`src/rtl/status_flag_controller.sv`:
```
// Status flag controller: sequences one ALU micro-op at a time and
// commits masked {V,Z,S,C} flags plus the result word on completion.
module status_flag_controller #(
    parameter int TIMEOUT = 15
) (
    input  logic       clk,
    input  logic       rst_n,
    input  logic       op_valid,
    output logic       op_ready,
    input  logic [3:0] op_mask,
    output logic       alu_start,
    input  logic       alu_done,
    input  logic [3:0] word_out,
    input  logic       flag_v,
    input  logic       flag_z,
    input  logic       flag_s,
    input  logic       flag_c,
    output logic [3:0] flags,
    output logic [3:0] result,
    output logic       result_valid,
    output logic       timeout_err,
    input  logic       flag_clr,
    input  logic [2:0] cond_sel,
    output logic       cond_true
);

    typedef enum logic [1:0] {
        IDLE,
        ISSUE,
        WAIT,
        DONE
    } state_t;

    // Last count value before the wait budget is exhausted.
    localparam logic [7:0] CNT_LAST = 8'(TIMEOUT - 1);

    state_t     state;
    logic [7:0] cnt;
    logic [3:0] mask_q;
    logic [3:0] flag_in;

    assign flag_in = {flag_v, flag_z, flag_s, flag_c};

    // Operation sequencer with registered handshake, strobe and commit state.
    always_ff @(posedge clk or negedge rst_n) begin
        if (!rst_n) begin
            state        <= IDLE;
            cnt          <= '0;
            mask_q       <= '0;
            flags        <= '0;
            result       <= '0;
            result_valid <= 1'b0;
            alu_start    <= 1'b0;
            op_ready     <= 1'b1;
            timeout_err  <= 1'b0;
        end else begin
            alu_start    <= 1'b0;
            result_valid <= 1'b0;
            unique case (state)
                IDLE: begin
                    if (flag_clr) begin
                        flags       <= '0;
                        timeout_err <= 1'b0;
                    end
                    if (op_valid) begin
                        mask_q    <= op_mask;
                        state     <= ISSUE;
                        op_ready  <= 1'b0;
                        alu_start <= 1'b1;
                    end
                end
                ISSUE: begin
                    cnt   <= '0;
                    state <= WAIT;
                end
                WAIT: begin
                    // A completing ALU beats the timeout on the same edge.
                    if (alu_done) begin
                        result       <= word_out;
                        flags        <= (flags & ~mask_q) | (flag_in & mask_q);
                        result_valid <= 1'b1;
                        state        <= DONE;
                    end else if (cnt == CNT_LAST) begin
                        timeout_err <= 1'b1;
                        state       <= DONE;
                    end else begin
                        cnt <= cnt + 8'd1;
                    end
                end
                DONE: begin
                    state    <= IDLE;
                    op_ready <= 1'b1;
                end
                default: begin
                    state    <= IDLE;
                    op_ready <= 1'b1;
                end
            endcase
        end
    end

    // Branch condition evaluated on the committed flags {V,Z,S,C}.
    always_comb begin
        cond_true = 1'b0;
        unique case (cond_sel)
            3'b000:  cond_true = 1'b1;
            3'b001:  cond_true = flags[2];
            3'b010:  cond_true = ~flags[2];
            3'b011:  cond_true = flags[0];
            3'b100:  cond_true = ~flags[0];
            3'b101:  cond_true = flags[1];
            3'b110:  cond_true = flags[3];
            3'b111:  cond_true = 1'b0;
            default: cond_true = 1'b0;
        endcase
    end

endmodule

```
`config.mk`:
```
export PLATFORM = sky130hd
export DESIGN_NAME = status_flag_controller
export DESIGN_NICKNAME = d
export VERILOG_FILES = /design/src/rtl/status_flag_controller.sv
export SDC_FILE = /design/constraint.sdc
export NUM_CORES = 1
export LEC_CHECK = 0
export ABC_CLOCK_PERIOD_IN_PS = 3400
export BUFFER_PORTS_ARGS = -buffer_cell sky130_fd_sc_hd__buf_2
export CAP_MARGIN = 5
export CORE_UTILIZATION = 55
export DETAILED_ROUTE_END_ITERATION = 8
export PLACE_DENSITY = 0.91
export SLEW_MARGIN = 20
export SYNTH_ARGS = -nofsm -noshare
export SYNTH_HDL_FRONTEND = slang
export SYNTH_SLANG_ARGS = --single-unit
export TNS_END_PERCENT = 30
```
`constraint.sdc`:
```
create_clock -name clk -period 3.4 [get_ports clk]
set_clock_uncertainty 0.1 [all_clocks]
set_input_delay 0.34 -clock clk [delete_from_list [all_inputs] [get_ports clk]]
set_output_delay 0.34 -clock clk [all_outputs]
set_load 0.1 [all_outputs]
```
* Word-level counts from Yosys, hierarchy flattened *
Index checks and enable logic that the tools add are counted.
Widths: inputs -> output; s select.

word-level totals
  bits in registers = 26
  bits in latches = 0
  bits in writable memories = 0
  memory bits (read-only) = 0
  bits of input ports = 20
  output and inout port bits = 13
  memories kept = 0

cells by class
  $add $sub $neg = 1
  $mul = 0
  div/mod/pow operators = 0
  magnitude comparators = 0
  equality and inequality tests = 18
  shifts and indexed selects = 0
  muxes and demuxes = 21
  bitwise operators = 6
  reduce and logical (&&, ||, !) cells = 12

operators with widths
  kind                 number
  $mux 8               2
  $pmux 8 s2           1
  $eq 3x3->1 const B   4
  $ne 2x2->1 const B   6
  $add 8x1->8 const B  1
  $and 4x4->4          2
  $eq 8x4->1 const B   1
  $mux 1               8
  $mux 4               2
  $pmux 1 s8           1
  $pmux 2 s4           1
  $pmux 4 s2           1
  $reduce_and 2->1     4
  $eq 3x2->1 const B   2
  $mux 2               3
  $reduce_and 3->1     2
  $reduce_bool 2->1    3
  $eq 2x2->1 const B   2
  $not 4->4            1
  $or 4x4->4           1
  $pmux 1 s2           2
  $reduce_and 4->1     1
  $eq 3x1->1 const B   1
  $logic_not 3->1      1
  other kinds (4)      5

* Logic depth before layout (Yosys ltp) *
  depth after elaboration = 5
  depth in mapped cells = 8
  gate-level depth less buffers = 6

* Least setup slack after synthesis *
No wires, ideal clock.

  kind = reg2out
  start point = register flags[0]
  end point = output cond_true
  arrival = 2,054 ps
  slack = 906 ps
  stages on the path, launching flop included = 4
  buffers on the path = 0
  cell sequence = dfrtp_1 > a211oi_1 > a311oi_1 > a21o_1

on the way
  word-level cells in the longest chain between the ends = 2

ends and longest elaborated chain
  element                   line  text
  start: declaration        18    output logic [3:0] flags,
  start signal: assignment  80    flags <= (flags & ~mask_q) | (flag_in & mask_q);
  $not 1->1                 110   3'b100: cond_true = ~flags[0];
  $pmux 1 s8 (*)            105   unique case (cond_sel)
  end: declaration          24    output logic cond_true

Every way passes the cells marked *; elsewhere a longest branch is shown, timed or not.

* Worst setup path after layout *
  start point = register state[0]
  end point = register state[1]

on the way
  word-level cells in the longest chain between the ends = 3

ends and longest elaborated chain
  element                                                           line  text
  start: declaration                                                37    state_t state;
  start signal: assignment                                          47    state <= IDLE;
  start signal: assignment                                          67    state <= ISSUE;
  start signal: assignment                                          74    state <= WAIT;
  $eq 2x2->1 / $logic_not 2->1 (equally long branches)              59    unique case (state)
  $ne 3x3->1 (no source line) / $ne 2x2->1 (equally long branches)  --
  $reduce_and 2->1 (no source line)                                 --

Parallel ways exist; a longest one is shown, timed or not.
A chain may end at the register's enable or synchronous reset.

==> results.ini <==
[power_and_ir_drop]
leakagePower_uw=0.0007825
power_uw=1648
cellPowerDensity_mw_per_mm2=1027
peakVddDrop_v=0.0008818

[grt]
grt_usage_pct=25.00
grt_pass1_wl_mm=4.892
grt_max_degree=27
first_global_vias=1185
grt_overflow=0
grt_antenna_before_repair=0

[clock_network]
cts_buffer_depth=2
post_cts_resize_count=0
cts.sinks=26
insertion_delay_ns=0.33
cts_tree=yes
numCtsBuffers=3
post_cts_buffers=0
htreeDepth=1
cts_root_buffer=clkbuf_4
clk_pin_slew_ns=0.15

[worst_setup_path]
r2r_slack_ns=1.02
required_ns=3.50
path_class=flip-flop to flip-flop
critPathCaptureType=flip-flop
cp.arrival_ns=2.48
rr_worst_depth=6
rr_startpoint=state[0]$_DFFE_PN0P_
start_kind=flip-flop
r2r-end=state[1]$_DFFE_PN0P_
path_max_fanout=21

[sta]
hold_viol_final=0
worstMarginPinSlew_ns=0.7249
whs_ns=0.1314
rsz0062_at_grt=false
period_minus_slack_ns=2.381
maxSlewViolCount=0
finalCritPeriodShare_pct=70.03
maxSlewHeadroom_pct=51.67
setup_viol=0
fmax_ghz=0.4200
setup_tns_ns=0

[synthesis]
synth_area_mm2=0.001395
synth_top_family_by_area=simple AND/OR/NAND/NOR gates
synthSimpleGateAreaFrac_pct=21.17
synthAdderAreaFrac_pct=5.381
synth_compound_area_share_pct=10.31
syn_area_per_cell_um2=10.73
synth_seq_cells=26
synthMuxAreaShare_pct=12.38
synth_fp_nets=156
synth-edff-count=0
yosysWarnings=0
ys_types=38
synth_async_sr_flop_share_pct=100.0
ys_dominant_reg_cell=dfrtp_1
syn_inst=130
yosysSeqAreaShare_pct=46.73
synth_xor_area_share_pct=0

[detailed_routing]
drt-initial-drc-count=17
drc_errors=0
detail-route-antenna-nets=0
vias=1108
vias_per_cell=5.771
wl_mm=2.889
firstDrtPassIters=4
wire_per_inst_um=15.05

[min_path]
holdPathStages=2
hp-class=input port to flip-flop
hp-start=word_out[0]
hold_path_end=result[0]$_DFFE_PN0P_

[floorplanning]
ios=33
row_count=17
die_y_um=52.37
die-area_mm2=0.002742
start_util_pct=60.73
core_area_mm2=0.002297
dieWidth_um=52.37

[layout]
fill_cells=178
drive_gt1_share_pct=30.49
nets=191
final_area_mm2=0.001604
n_antenna_cell=0
regArea_um2=651.9
area_delta_synth_final_pct=14.98
multi_input_area_um2=686.9

[place]
placed_cell_area_mm2=0.001568
gp_congestion=0.7541
dpl.hpwl_mm=2.213
io_buffers=32

[outcome]
status=complete, no violations

[run]
maxCapViolCount=0

how the worst max path moves through the flow:
stage                    startpoint                   end  cells after the start
2_1_floorplan  flags[0]$_DFFE_PN0P_             cond_true                      3
3_3_place_gp   state[0]$_DFFE_PN0P_  state[1]$_DFFE_PN0P_                      6
3_5_place_dp   state[0]$_DFFE_PN0P_  state[1]$_DFFE_PN0P_                      6
4_1_cts        state[0]$_DFFE_PN0P_  state[1]$_DFFE_PN0P_                      6
5_1_grt        state[0]$_DFFE_PN0P_  state[1]$_DFFE_PN0P_                      6
6_report       state[0]$_DFFE_PN0P_  state[1]$_DFFE_PN0P_                      6
cell usage in the layout (no fill, tap or decap), types with 2 or more instances in the layout:
cell	synthesis	layout
mux2_2	9	9
nand2_1	18	18
nor2_1	7	7
dfrtp_1	25	25
ha_1	6	6
or4b_1	2	2
inv_1	9	9
a21oi_1	3	3
o211ai_1	3	3
nand3_1	12	12
nand4b_1	2	2
nor2b_1	2	2
clkbuf_4	0	3
buf_2	0	32
mux2i_1	6	6
o21ai_1	2	2
per-stage QoR:
stage	setup slack, ns	std cells	utilization [%]
floorplan	0.9059	130	-
global placement	1.172	187	68.25
detailed placement	1.045	187	68.25
CTS	1.026	192	69.83
global route	0.8386	192	69.83
finish	1.019	192	69.83
cell usage after synthesis (all sizes together) (3+ instances only):
cell	n	area share (%)
inv	9	2.4
nand2	19	5.6
ha	6	5.4
mux2	10	8.1
a21oi	3	1.1
nand3	12	4.3
mux2i	6	4.3
dfrtp	25	45
o21ai	3	1.1
o211ai	3	1.6
nor2	7	1.9
area by class of cell:
cell class | count | share of cell area, %
inverter | 9 | 2.106
multi-input combinational | 92 | 42.82
tap | 28 | 2.184
timing repair buffer | 33 | 10.61
sequential | 26 | 40.64
clock buffer | 4 | 1.638
worst max-delay path: stages (launching register included):
cell      delay (ns)
dfrtp_1         0.44
inv_1           0.10
ha_1            0.63
nand2b_1        0.25
o21bai_1        0.24
a21boi_2        0.18
mux2_1          0.33
cell families after synthesis:
logic type	count (synthesis)
AO/OA/AOI/OAI	19
multiplexers	16
adder cells (fa/ha/maj)	6
buffers and inverters	12
flip-flops	26
AND/OR/NAND/NOR	51
power by group:
| group | switching, uW | leakage (uW) | internal, uW |
|---|---|---|---|
| Clock | 90.0 | 0.0000150 | 45.9 |
| Sequential | 104 | 0.000331 | 432 |
| Combinational | 716 | 0.000437 | 259 |
what timing repair did:
action | 4_1_cts | 5_1_grt
hold endpoints to repair | 25 | 0
hold buffers | 1 | 0
setup endpoints to repair | 0 | 0
per-layer routing:
layer / track usage [%] / routed length [um] / part of all wire [%]
met1: 29.41 / 1192 / 41
met2: 42.41 / 1522 / 53
met3: 4.928 / 129 / 4.5
met4: 13.60 / 44 / 1.5
met5: 0 / 0 / 0
registers in the layout, indices dropped and copies added (netlist names):
register      cells
mask_q            4
flags             4
result_valid      1
result            4
timeout_err       1
op_ready          1
cnt               8
state             2
alu_start         1
No activity file was read; power rests on OpenSTA's default activity.
